--- src/rtl/debug_run_controller.sv ---
// Debug run controller: free-run / single-step / HALT drain sequencing and GPR dump over valid/ready.
// Define DEBUG_DUMP_CYCLES_EN to append the cycle count (sampled at dump start) as an extra dump word.
module debug_run_controller #(
  parameter int         len          = 32,
  parameter int         NB           = $clog2(len),
  parameter int         N_REGS       = 32,
  parameter int         DRAIN_CYCLES = 4,
  parameter logic [5:0] HALT_OPCODE  = 6'b111111
) (
  input  logic          clk,
  input  logic          reset,
  input  logic          cmd_valid,
  output logic          cmd_ready,
  input  logic [1:0]    cmd_code,
  input  logic [len-1:0] in_instruccion,
  output logic          pipe_enable,
  output logic          dbg_reg_sel,
  output logic [NB-1:0] dbg_read_register,
  input  logic [len-1:0] read_data_1,
  output logic          tx_valid,
  output logic [len-1:0] tx_data,
  input  logic          tx_ready,
  output logic [31:0]   cycle_count,
  output logic          halted,
  output logic          busy
);

  typedef enum logic [2:0] {IDLE, RUN, STEP, DRAIN, DUMP_ADDR, DUMP_SEND} state_t;

  localparam logic [1:0] CMD_RUN  = 2'b00;
  localparam logic [1:0] CMD_STEP = 2'b01;
  localparam logic [1:0] CMD_DUMP = 2'b10;
  localparam logic [1:0] CMD_STOP = 2'b11;

  localparam int CW = (DRAIN_CYCLES < 2) ? 1 : $clog2(DRAIN_CYCLES + 1);
`ifdef DEBUG_DUMP_CYCLES_EN
  localparam int LAST_IDX = N_REGS;
`else
  localparam int LAST_IDX = N_REGS - 1;
`endif
  localparam int IW = (LAST_IDX < 1) ? 1 : $clog2(LAST_IDX + 1);

  state_t          state_q, state_d;
  logic [CW-1:0]   drain_cnt_q, drain_cnt_d;
  logic [IW-1:0]   index_q, index_d;
  logic            halted_q, halted_d;
  logic            pipe_enable_q, pipe_enable_d;
  logic            dbg_reg_sel_q, dbg_reg_sel_d;
  logic [NB-1:0]   dbg_read_register_q, dbg_read_register_d;
  logic            tx_valid_q, tx_valid_d;
  logic [len-1:0]  tx_data_q, tx_data_d;
  logic [31:0]     cycle_count_q, cycle_count_d;
`ifdef DEBUG_DUMP_CYCLES_EN
  logic [31:0]     snap_q, snap_d;
`endif

  logic accept;
  logic is_halt;
  logic start_drain;
  logic unused_instr_bits;

  assign accept            = cmd_valid && cmd_ready;
  assign is_halt           = (in_instruccion[len-1 -: 6] == HALT_OPCODE);
  assign unused_instr_bits = ^in_instruccion[len-7:0];

  always_ff @(posedge clk or posedge reset) begin
    if (reset) begin
      state_q             <= IDLE;
      drain_cnt_q         <= '0;
      index_q             <= '0;
      halted_q            <= 1'b0;
      pipe_enable_q       <= 1'b0;
      dbg_reg_sel_q       <= 1'b0;
      dbg_read_register_q <= '0;
      tx_valid_q          <= 1'b0;
      tx_data_q           <= '0;
      cycle_count_q       <= '0;
`ifdef DEBUG_DUMP_CYCLES_EN
      snap_q              <= '0;
`endif
    end else begin
      state_q             <= state_d;
      drain_cnt_q         <= drain_cnt_d;
      index_q             <= index_d;
      halted_q            <= halted_d;
      pipe_enable_q       <= pipe_enable_d;
      dbg_reg_sel_q       <= dbg_reg_sel_d;
      dbg_read_register_q <= dbg_read_register_d;
      tx_valid_q          <= tx_valid_d;
      tx_data_q           <= tx_data_d;
      cycle_count_q       <= cycle_count_d;
`ifdef DEBUG_DUMP_CYCLES_EN
      snap_q              <= snap_d;
`endif
    end
  end

  always_comb begin
    state_d     = state_q;
    drain_cnt_d = drain_cnt_q;
    index_d     = index_q;
    halted_d    = halted_q;
    start_drain = 1'b0;
    case (state_q)
      IDLE: begin
        if (accept) begin
          case (cmd_code)
            CMD_RUN:  if (!halted_q) state_d = RUN;
            CMD_STEP: if (!halted_q) state_d = STEP;
            CMD_DUMP: begin
              state_d = DUMP_ADDR;
              index_d = '0;
            end
            default:  state_d = IDLE;
          endcase
        end
      end
      // HALT beats a STOP arriving in the same cycle.
      RUN: begin
        if (is_halt) begin
          start_drain = 1'b1;
        end else if (accept && cmd_code == CMD_STOP) begin
          state_d = IDLE;
        end
      end
      STEP: begin
        if (is_halt) begin
          start_drain = 1'b1;
        end else begin
          state_d = IDLE;
        end
      end
      DRAIN: begin
        if (drain_cnt_q <= CW'(1)) begin
          state_d  = IDLE;
          halted_d = 1'b1;
        end else begin
          drain_cnt_d = drain_cnt_q - CW'(1);
        end
      end
      DUMP_ADDR: state_d = DUMP_SEND;
      DUMP_SEND: begin
        if (tx_ready) begin
          if (index_q == IW'(LAST_IDX)) begin
            state_d = IDLE;
          end else begin
            index_d = index_q + IW'(1);
            state_d = DUMP_ADDR;
`ifdef DEBUG_DUMP_CYCLES_EN
            // The cycle-count word needs no register read, so skip DUMP_ADDR.
            if (index_q == IW'(N_REGS - 1)) state_d = DUMP_SEND;
`endif
          end
        end
      end
      default: state_d = IDLE;
    endcase

    if (start_drain) begin
      if (DRAIN_CYCLES == 0) begin
        state_d  = IDLE;
        halted_d = 1'b1;
      end else begin
        state_d     = DRAIN;
        drain_cnt_d = CW'(DRAIN_CYCLES);
      end
    end
  end

  always_comb begin
    cmd_ready           = (state_q == IDLE) || (state_q == RUN);
    busy                = (state_q != IDLE);
    pipe_enable_d       = (state_d == RUN) || (state_d == STEP) || (state_d == DRAIN);
    dbg_reg_sel_d       = (state_d == DUMP_ADDR) || (state_d == DUMP_SEND);
    dbg_read_register_d = dbg_reg_sel_d ? NB'(index_d) : '0;
    tx_valid_d          = (state_d == DUMP_SEND);
    tx_data_d           = tx_data_q;
    if (state_q == DUMP_ADDR) begin
      tx_data_d = read_data_1;
    end
`ifdef DEBUG_DUMP_CYCLES_EN
    else if (state_q == DUMP_SEND && state_d == DUMP_SEND && index_d == IW'(N_REGS)) begin
      tx_data_d = len'(snap_q);
    end
    snap_d = (state_q == IDLE && state_d == DUMP_ADDR) ? cycle_count_q : snap_q;
`endif
    cycle_count_d = (pipe_enable_q && cycle_count_q != 32'hFFFF_FFFF)
                    ? cycle_count_q + 32'd1 : cycle_count_q;
  end

  assign pipe_enable       = pipe_enable_q;
  assign dbg_reg_sel       = dbg_reg_sel_q;
  assign dbg_read_register = dbg_read_register_q;
  assign tx_valid          = tx_valid_q;
  assign tx_data           = tx_data_q;
  assign cycle_count       = cycle_count_q;
  assign halted            = halted_q;

endmodule

--- config.mk ---
export PLATFORM = sky130hd
export DESIGN_NAME = debug_run_controller
export DESIGN_NICKNAME = d
export VERILOG_FILES = /design/src/rtl/debug_run_controller.sv
export SDC_FILE = /design/constraint.sdc
export NUM_CORES = 1
export LEC_CHECK = 0
export CAP_MARGIN = 20
export CORE_MARGIN = 2
export CORE_UTILIZATION = 44
export DETAILED_ROUTE_END_ITERATION = 8
export PLACE_DENSITY = 0.91
export SLEW_MARGIN = 20
export SYNTH_ARGS = -nofsm -noshare
export SYNTH_HDL_FRONTEND = slang
export SYNTH_SLANG_ARGS = --single-unit
--- constraint.sdc ---
create_clock -name clk -period 2.7 [get_ports clk]
set_input_delay 0.27 -clock clk [delete_from_list [all_inputs] [get_ports clk]]
set_output_delay 0.27 -clock clk [all_outputs]
set_load 0.02 [all_outputs]
# == Yosys cells after proc, flatten, opt, wreduce, memory -nomap -nowiden ==
# Cells that the tools add are included.
# W data, S select, Z words.
# word_totals
ff_bits,84
wordCells,68
# classes
add_sub_neg,3
n_lt_le_gt_ge,1
eq_ne,17
muxes,23
n_reduce_logical,14
# ops
cell,n
$mux W3,13
$add A32 B1 Y32 const B,1
$ne A32 B32 Y1 const B,1
$mux W5,5
$pmux W3 S6,1
$eq A3 B2 Y1 const B,4
$eq A3 B3 Y1 const B,4
$pmux W5 S2,1
$pmux W3 S3,1
$eq A3 B1 Y1 const B,2
$eq A6 B6 Y1 const B,1
$add A5 B1 Y5 const B,1
$eq A5 B5 Y1 const B,1
$eq A2 B2 Y1 const B,2
$logic_or A1 B1 Y1,4
$reduce_and A2 Y1,2
$le A3 B1 Y1 const B,1
$logic_and A1 B1 Y1,3
$logic_not A3 Y1,1
$reduce_bool A3 Y1,1
$sub A3 B1 Y3 const B,1
$eq A2 B1 Y1 const B,1
$logic_not A2 Y1,1
$mux W1,2
other kinds (3),3

# == Depth between registers and ports, before layout ==
# Gate-level depths: netlist (run 1).
# depth
ltp_word,11
mapped_depth,7
ltp_nobuf,7

# == Least setup slack after synthesis (run 1) ==
# OpenSTA, ideal clock, no wires.
# synth_path
path_kind,register -> register
startpoint,"register cycle_count_q[0], in the netlist cycle_count[0]"
endpoint,"register cycle_count_q[26], in the netlist cycle_count[26]"
arrival_time_ps,1752
required_ps,2569
path_slack_ps,817
stages_incl_launch_ff,8
n_path_buf,1
period_less_slack_ps,1883
cell_sequence,dfrtp_1 > ha_1 > and3_1 > clkbuf_1 > and3_1 > o2111a_1 > nand4_1 > xnor2_1
# synth_via
elab_chain_len,2
word_cells_on_any_way,3
cone_classes,add/sub (1); eq/ne (1); reduce/logical (1)
# synth_rtl
element,line,rtl
"start, declared",52,"logic [31:0] cycle_count_q, cycle_count_d;"
"start signal, assigned",91,cycle_count_q <= cycle_count_d;
branches (longest 2 deep; another with $add A32 B1 Y32),n/a,
# Parallel ways; which one is timed is not known.
# A chain may end at the register's enable or synchronous reset.

# == Final worst setup path (run 1) ==
# layout_path
startpoint,register state_q[2]
endpoint,output port busy
# layout_via
elab_chain_len,1
# layout_rtl
element,line,rtl
"start, declared",43,"state_t state_q, state_d;"
"start signal, assigned",82,state_q <= state_d;
$reduce_bool A3 Y1,172,busy = (state_q != IDLE);
"end, declared",25,output logic busy
# No other way between the ends.

==> results of run 1 <==
## per-layer routing
metal,part of all wire,vias to the layer above,routed length (µm)
li1,-,1332,-
met1,0.40,1415,3350
met2,0.54,89,4520
met3,0.041,18,348
met4,0.023,0,190
met5,0,-,0
## stage by stage
| stage | setup WS [ps] | instances |
|---|---|---|
| after CTS | 533 | 544 |
| after detailed placement | 754 | 528 |
| final | 549 | 544 |
| after floorplan | 265 | 310 |
| after global placement | 766 | 528 |
| after global routing | 465 | 544 |
## power by group
group          leakage [µW]  internal, µW  switching [µW]
sequential          0.00107          1660             289
clock              0.000107           546             435
combinational       0.00106          1130            1030
total               0.00224          3330            1760
## worst register-to-register path: stages (launching register included)
cell,delay (ps)
dfrtp_1,450
nand4_1,240
nor3_1,310
nand4_2,150
o21ai_0,330
mux2_2,380
## cells in the mapped netlist (2+ instances only)
library cell	count	share of area
a21oi_1	6	0.0080
o21ai_0	6	0.0080
nor3_1	10	0.013
buf_2	5	0.0067
nand3_1	15	0.020
nor3b_1	3	0.0060
o21bai_1	3	0.0060
nand2b_1	3	0.0050
mux2_2	33	0.10
xnor2_1	22	0.052
dfrtp_1	84	0.56
nand2_1	20	0.020
inv_1	12	0.012
nor2_1	21	0.021
nand4_1	6	0.010
or3_1	2	0.0034
xor2_1	9	0.021
clkbuf_1	2	0.0020
o211ai_1	3	0.0060
nor3_4	2	0.0087
and4_1	5	0.012
and3_1	8	0.013
a211oi_1	3	0.0060
and2_1	2	0.0034
ha_1	4	0.013
## path summary, 6_finish.rpt
kind / startpoint / to / cells after the start
worst max-delay path: state_q[2] / busy / 2
worst min-delay path: reset / tx_data[29] / 2
worst max register to register: cycle_count[17] / cycle_count[1] / 5
worst min register to register: cycle_count[30] / cycle_count[30] / 1
max in group asynchronous: reset / cycle_count[28] / 3
min in group clk: cycle_count[30] / cycle_count[30] / 1
## flip-flops by register name (all words and copies together) (netlist names)
name / flops
pipe_enable: 1
tx_valid: 1
halted: 1
cycle_count: 32
index_q: 5
tx_data: 32
drain_cnt_q: 3
dbg_reg_sel: 1
state_q: 3
dbg_read_register: 5
## kinds of logic after synthesis
family	after synthesis	synth area share
DFF	84	0.563
and+or+nand+nor	106	0.162
adders and majority gates	4	0.0134
xor gates and xnor gates	31	0.0727
AOI/OAI and AO/OA	32	0.0654
buffers and inverters	20	0.0238
muxes	33	0.0996
## cell type report
class | count | area (µm²) | share of cell area
clock buffer | 12 | 145 | 0.0276
timing repair buffer | 121 | 1220 | 0.231
multi-input combinational | 206 | 1540 | 0.294
tap | 105 | 131 | 0.0250
clock inverter | 4 | 72.6 | 0.0138
inverter | 12 | 46.3 | 0.00881
sequential | 84 | 2100 | 0.400
==> impl_metrics.json, run 1 <==
{
  "outcome": "complete, no violations",
  "grt_pass1_wl_mm": 13.9,
  "grt.overflow.total": 0,
  "hold_violations": 0,
  "path_class": "register to primary output",
  "setup_violations": 0,
  "layout_common_cells": "clkdlybuf4s50_1 (118), dfrtp_1 (84), mux2_2 (33)",
  "synth_ff_type": "dfrtp_1",
  "critPathBufInv": 1,
  "cts_hold_buf": 0,
  "gp_congestion": 0.814,
  "final_cell_area_um2": 5260,
  "r2r_setup_slack_ps": 730,
  "yosysUniqueCellTypes": 46,
  "first_pass_iters": 4,
  "fp.coreArea_um2": 8220,
  "dp_hpwl_mm": 6.26,
  "synthToLayoutAreaGrowth_pct": 40.9,
  "tightest_slew_ps": 551,
  "htree_levels": 3,
  "p_leak_uw": 0.00224,
  "root_buffer": "clkbuf_8",
  "path_cells": "or3_4, clkdlybuf4s50_1",
  "grt_pass1_vias": 2899,
  "die_x_um": 96.1,
  "path_clk_slew_ps": 80,
  "cellPowerDensity_nw_per_um2": 968,
  "drt_wl_total_mm": 8.41,
  "clk-insertion-delay-late_ps": 350,
  "power.total_uw": 5090,
  "setup_tns_ps": 0,
  "track_usage": 0.196,
  "die_h_um": 96.1,
  "min_period_over_period": 0.797,
  "met2_usage": 0.350,
  "critPathRequiredTime_ps": 2430,
  "viasPerCell": 5.25,
  "drc": 0,
  "hold_path.class": "input port to async pin",
  "fillers": 640,
  "async_flop_share": 1.00,
  "cts_sinks": 84,
  "finalCriticalPeriod_ps": 2150,
  "rsz0062_at_grt": "false",
  "start_util": 0.454,
  "synth-seq-cells": 84,
  "start_kind": "register",
  "hold-worst-slack_ps": 277,
  "synth_edf_count": 0,
  "fin_worst_skew_ps": 8.18,
  "cts_buffers": 9,
  "postCtsSetupRepairBufs": 0,
  "postCtsResizedCells": 0,
  "io_pins": 145,
  "cts_max_path_buffers": 2,
  "via_count": 2854,
  "cts_tree": "built",
  "avgSynthCellArea_um2": 12.0,
  "end_kind": "primary output",
  "slew_violations": 0,
  "max-slew-margin-rel": 0.632,
  "max_freq_mhz": 465,
  "io_buffers": 118,
  "antenna_cells": 0,
  "drv_cap": 0,
  "synth_area_um2": 3730,
  "worst_ir_drop_vdd_v": 0.000697,
  "syn_inst": 310,
  "post_drt_wl_per_cell_um": 15.5,
  "grt_busiest_layer": "met2",
  "drtIter0Drc": 72,
  "antenna_found_initial": 0,
  "use_met1": 0.232,
  "cp_top_family": "buffers and inverters",
  "grtUsageMet3": 0.0313,
  "nets": 508,
  "die_area_um2": 9240,
  "arrival_ps": 1880,
  "layout_commonest_cell": "clkdlybuf4s50_1",
  "final_core_util": 0.640,
  "postRouteAntennaNets": 0,
  "fp-row-count": 33,
  "crit_slowest_cell": "clkdlybuf4s50_1",
  "grt_max_degree": 55,
  "placed_area_um2": 5040,
  "yosys_warnings": 0,
  "crit_fanout": 10,
  "max_stage_delay_ps": 550,
  "synth_fp_nets": 384,
  "drive_above_1_share": 0.150,
  "ys_seq_area_frac": 0.563
}
(Power assumes the default switching activity.)
==> run 2, diff against run 1 <==
clock period = 2 ns   (was 2.7 ns; I/O delays follow)
==> run 2 against run 1 <==
Net effect: cell area is 0.81% higher; global-route usage is 0.71 points lower; wire length is 4.3% lower; critical path depth is 1 higher; cell count is 0.55% higher; worst setup slack worse by 370 ps; utilization is 0.52 points higher; via count is 1.1% lower; register-to-register slack worse by 550 ps; sequential cell count stayed put; first-iteration DRC count is 1.4% higher; largest cell class unchanged; highest routed layer unchanged.
==> impl_metrics.json, run 2 (same netlist as run 1, synthesis figures left out) <==
{
  "grt.overflow.total": 0,
  "worst_ir_drop_vdd_v": 0.000748,
  "rsz0062_at_grt": "false",
  "setup_violations": 0,
  "dp_hpwl_mm": 6.01,
  "drc": 0,
  "root_buffer": "clkbuf_8",
  "setup_tns_ps": 0,
  "die_area_um2": 9240,
  "hold_violations": 0,
  "cellPowerDensity_nw_per_um2": 1290,
  "hold_path.class": "input port to async pin",
  "arrival_ps": 1620,
  "p_switching_uw": 2360,
  "r2r_cells": 5,
  "die_x_um": 96.1,
  "p_leak_uw": 0.00226,
  "clk-insertion-delay-late_ps": 340,
  "r2r-start": "state_q[1]",
  "cts_tree": "built",
  "drt_wl_total_mm": 8.05,
  "p_int_uw": 4470,
  "post_drt_wl_per_cell_um": 14.7,
  "antenna_found_initial": 0,
  "slew_violations": 0,
  "p_clk_frac": 0.181,
  "postCtsSetupRepairBufs": 0,
  "first_pass_iters": 4,
  "htree_levels": 3,
  "layout_common_cells": "clkdlybuf4s50_1 (117), dfrtp_1 (84), mux2_2 (33)",
  "tightest_slew_ps": 535,
  "path_clk_slew_ps": 80,
  "crit_slowest_cell": "clkdlybuf4s50_1",
  "max_freq_mhz": 548,
  "rr_endpoint": "dbg_read_register[0]",
  "drtIter0Drc": 73,
  "crit_fanout": 9,
  "finalCriticalPeriod_ps": 1820,
  "r2r_setup_slack_ps": 180,
  "start_kind": "register",
  "synthToLayoutAreaGrowth_pct": 42.0,
  "fp-row-count": 33,
  "cts_max_path_buffers": 2,
  "critPathRequiredTime_ps": 1800,
  "drv_cap": 0,
  "grt_pass1_wl_mm": 13.4,
  "nets": 514,
  "fin_worst_skew_ps": 7.84,
  "postRouteAntennaNets": 0,
  "sw_frac_of_total": 0.345,
  "path_class": "register to primary output",
  "cts_sinks": 84,
  "viasPerCell": 5.16,
  "path_cells": "buf_4, nor2_1, clkdlybuf4s50_1",
  "seqPwrFrac": 0.383,
  "cts_buffers": 9,
  "via_count": 2822,
  "power_frac_comb": 0.436,
  "track_usage": 0.189,
  "max-slew-margin-rel": 0.641,
  "min_period_over_period": 0.912,
  "die_h_um": 96.1,
  "drive_above_1_share": 0.158,
  "antenna_cells": 0,
  "fp.coreArea_um2": 8220,
  "start_util": 0.454,
  "end_kind": "primary output",
  "power.total_uw": 6830,
  "max_stage_delay_ps": 620,
  "grt_pass1_vias": 2833,
  "outcome": "complete, no violations",
  "layout_commonest_cell": "clkdlybuf4s50_1",
  "io_pins": 145,
  "io_buffers": 118,
  "gp_congestion": 0.813,
  "grt_max_degree": 85
}
-- run 2: layout make-up --
cell class	count	area, µm²
fillers	650	2920
flip-flops and latches	84	2100
multi-input cells	206	1550
repair buffers	127	1270
well taps	105	131
clock buffers	10	128
clock inverters	3	65.1
inverters	12	48.8
-- run 2: what timing repair did --
| action | 4_1_cts | 5_1_grt |
|---|---|---|
| hold buffers | 0 | 0 |
| setup endpoints to repair | 1 | 5 |
| resized for setup | 1 | 3 |
-- run 2: routing by layer --
| layer | global-route usage | up-vias | part of all wire |
|---|---|---|---|
| met5 | 0 | - | 0 |
| met4 | 0.0750 | 0 | 0.021 |
| met3 | 0.0415 | 15 | 0.039 |
| met2 | 0.325 | 72 | 0.53 |
| met1 | 0.230 | 1388 | 0.41 |
| li1 | - | 1347 | - |
-- run 2: critical path, delay by kind of cell (launching register included) --
kind	cells	cell delay, ps
and+or+nand+nor	1	110
DFF	1	390
buffers and inverters	2	790
-- run 2: worst max path at each step --
stage	cells past startpoint	slack, ps	end	startpoint
finish	3	180	cmd_ready	state_q[2]
global route	6	3	drain_cnt_q[2]	drain_cnt_q[0]
CTS	7	130	index_q[0]	index_q[0]
detailed placement	7	110	index_q[1]	index_q[0]
global placement	6	160	dbg_read_register[0]	in_instruccion[27]
floorplan	7	120	cycle_count[26]	cycle_count[0]
-- run 2: per-stage QoR --
step | cells | worst slack (ps) | instance area (µm²) | util | hold WS [ps]
5_1_grt | 547 | 2.84 | 5300 | 0.645 | 362
3_5_place_dp | 534 | 109 | 5100 | 0.621 | 483
6_report | 547 | 177 | 5300 | 0.645 | 343
3_3_place_gp | 534 | 162 | 5100 | 0.621 | 481
4_1_cts | 547 | 128 | 5290 | 0.644 | 350
2_1_floorplan | 310 | 117 | 3740 | - | 287
-- run 2: power groups by stage --
stage               clock network (µW)  registers, µW  logic (µW)
detailed placement                   0           2650        3010
global placement                     0           2600        2920
global route                      1330           2700        3180
floorplan                            0           3130        1170
CTS                               1260           2620        3010
finish                            1240           2610        2980
==> run 3, diff against run 2 <==
CORE_UTILIZATION = 40   (was 44)
PLACE_DENSITY = 0.87   (was 0.91)
clock period = 1.5 ns   (was 2 ns; I/O delays follow)
==> run 3 against run 2 <==
Net effect: the run now ends with setup timing left; cell count grew 20%; total power rose by 65%; via count is 20% higher; wire length rose by 42%; sequential power up 31%; non-clock buffer count up 98; die area increased by 9.6%; clock power increased by 51%; combinational power rose by 100%.
==> impl_metrics.json, run 3 (same netlist as run 1, synthesis figures left out) <==
{
  "clk-insertion-delay-late_ps": 350,
  "drtIter0Drc": 120,
  "grt_pass1_wl_mm": 17.7,
  "cts_buffers": 9,
  "dp_hpwl_mm": 7.19,
  "nets": 612,
  "io_buffers": 118,
  "tightest_slew_ps": 417,
  "fin_worst_skew_ps": 8.08,
  "power.total_uw": 11300,
  "layout_common_cells": "buf_4 (89), dfrtp_1 (61), clkdlybuf4s50_1 (48)",
  "postRouteAntennaNets": 0,
  "cts_hold_buf": 0,
  "hold_path.class": "input port to async pin",
  "setup_violations": 80,
  "cellPowerDensity_nw_per_um2": 1650,
  "drive_above_1_share": 0.492,
  "p_switching_uw": 4040,
  "worst_ir_drop_vdd_v": 0.00119,
  "layout_commonest_cell": "buf_4",
  "power_frac_comb": 0.532,
  "max_freq_mhz": 560,
  "io_pins": 145,
  "grt_max_degree": 53,
  "cts_tree": "built",
  "first_pass_iters": 4,
  "die_x_um": 101,
  "antenna_found_initial": 0,
  "p_clk_frac": 0.166,
  "path_clk_slew_ps": 90,
  "critPathRequiredTime_ps": 1740,
  "hold_violations": 0,
  "slew_violations": 0,
  "fin_ws_ps": -287,
  "finalCriticalPeriod_ps": 1790,
  "path_class": "register to register",
  "via_count": 3374,
  "min_period_over_period": 1.19,
  "die_area_um2": 10100,
  "htree_levels": 3,
  "post_drt_wl_per_cell_um": 17.4,
  "antenna_cells": 0,
  "pre_cts_ws_ps": -235,
  "outcome": "finished with violations",
  "fp-row-count": 35,
  "die_h_um": 101,
  "max-slew-margin-rel": 0.722,
  "multiInputGateArea_um2": 2130,
  "track_usage": 0.224,
  "drc": 0,
  "drt_wl_total_mm": 11.4,
  "sw_frac_of_total": 0.358,
  "synthToLayoutAreaGrowth_pct": 82.8,
  "seq_area_um2": 2130,
  "arrival_ps": 2020,
  "crit_fanout": 8,
  "fp.coreArea_um2": 9150,
  "cts_sinks": 84,
  "seqPwrFrac": 0.302,
  "p_int_uw": 7250,
  "end_kind": "register",
  "fillers": 600,
  "gp_congestion": 0.853,
  "rsz0062_at_grt": "true",
  "p_leak_uw": 0.00340,
  "start_kind": "register",
  "grt.overflow.total": 0,
  "grt_pass1_vias": 3620,
  "cts_max_path_buffers": 2,
  "root_buffer": "clkbuf_8",
  "drv_cap": 0,
  "start_util": 0.408,
  "violations": "setup timing",
  "viasPerCell": 5.16
}
[run 3: cell types whose count changed in the layout (fill, tap and decap cells not counted), sizes merged]
cell,change
buf,+100
clkdlybuf4s50,-69
dlygate4sd2,+38
dlymetal6s2s,+25
clkbuf,+3
clkdlybuf4s15,+2
clkinvlp,+2
[run 3: through the flow]
stage / setup TNS, ps / std cells / util / area [µm²] / hold WS, ps
final: -14100 / 654 / 0.745 / 6820 / 221
after global routing: -19750 / 654 / 0.745 / 6820 / 240
after detailed placement: -9260 / 611 / 0.633 / 5790 / 495
after CTS: -10160 / 647 / 0.707 / 6470 / 233
after global placement: -6980 / 611 / 0.633 / 5790 / 488
after floorplan: -6520 / 310 / - / 3900 / 237
[run 3: cell type report]
class | count | share of cell area
Multi-Input combinational cell | 206 | 0.313
Timing Repair Buffer | 225 | 0.313
Sequential cell | 84 | 0.312
Clock buffer | 11 | 0.0222
Tap cell | 111 | 0.0204
Clock inverter | 5 | 0.0123
Inverter | 12 | 0.00715
[run 3: path summary, 6_finish.rpt]
path,slack (ps),cells after the start,from,end
max in group asynchronous,900,3,reset,tx_data[26]
worst min-delay path,220,3,reset,state_q[1]
worst min register to register,510,1,tx_data[16],tx_data[16]
min in group clk,410,2,read_data_1[23],tx_data[23]
worst max register to register,-290,7,state_q[1],tx_data[4]
worst max-delay path,-290,7,state_q[1],tx_data[4]
[run 3: power by group through the flow]
stage          Clock [µW]  Combinational (µW)  Sequential [µW]
2_1_floorplan           0                1660             4210
3_3_place_gp            0                4660             3390
3_5_place_dp            0                4800             3460
4_1_cts              1900                5500             3410
5_1_grt              2030                6320             3500
6_report             1870                6000             3410
[run 3: repair_timing]
| action | CTS | global route |
|---|---|---|
| pin swaps | 41 | 33 |
| resized for setup | 128 | 80 |
| endpoints found under the hold margin | 0 | 0 |
| endpoints found under the setup margin | 123 | 110 |
| cloned | 3 | 0 |
| setup buffers | 17 | 9 |
[run 3: critical path: stages (launching register included)]
cell     delay, ps
dfrtp_1        410
buf_6          130
buf_6          110
or2b_1         270
nor2_4         180
buf_12         140
buf_16         140
mux2_4         300
[run 3: per-layer routing]
layer  vias to the layer above  wire [µm]  GRT usage
met3                        23        422     0.0534
met2                        90       6230      0.409
met5                         -          0          0
met4                         0        212     0.0664
met1                      1717       4540      0.261
li1                       1544          -          -
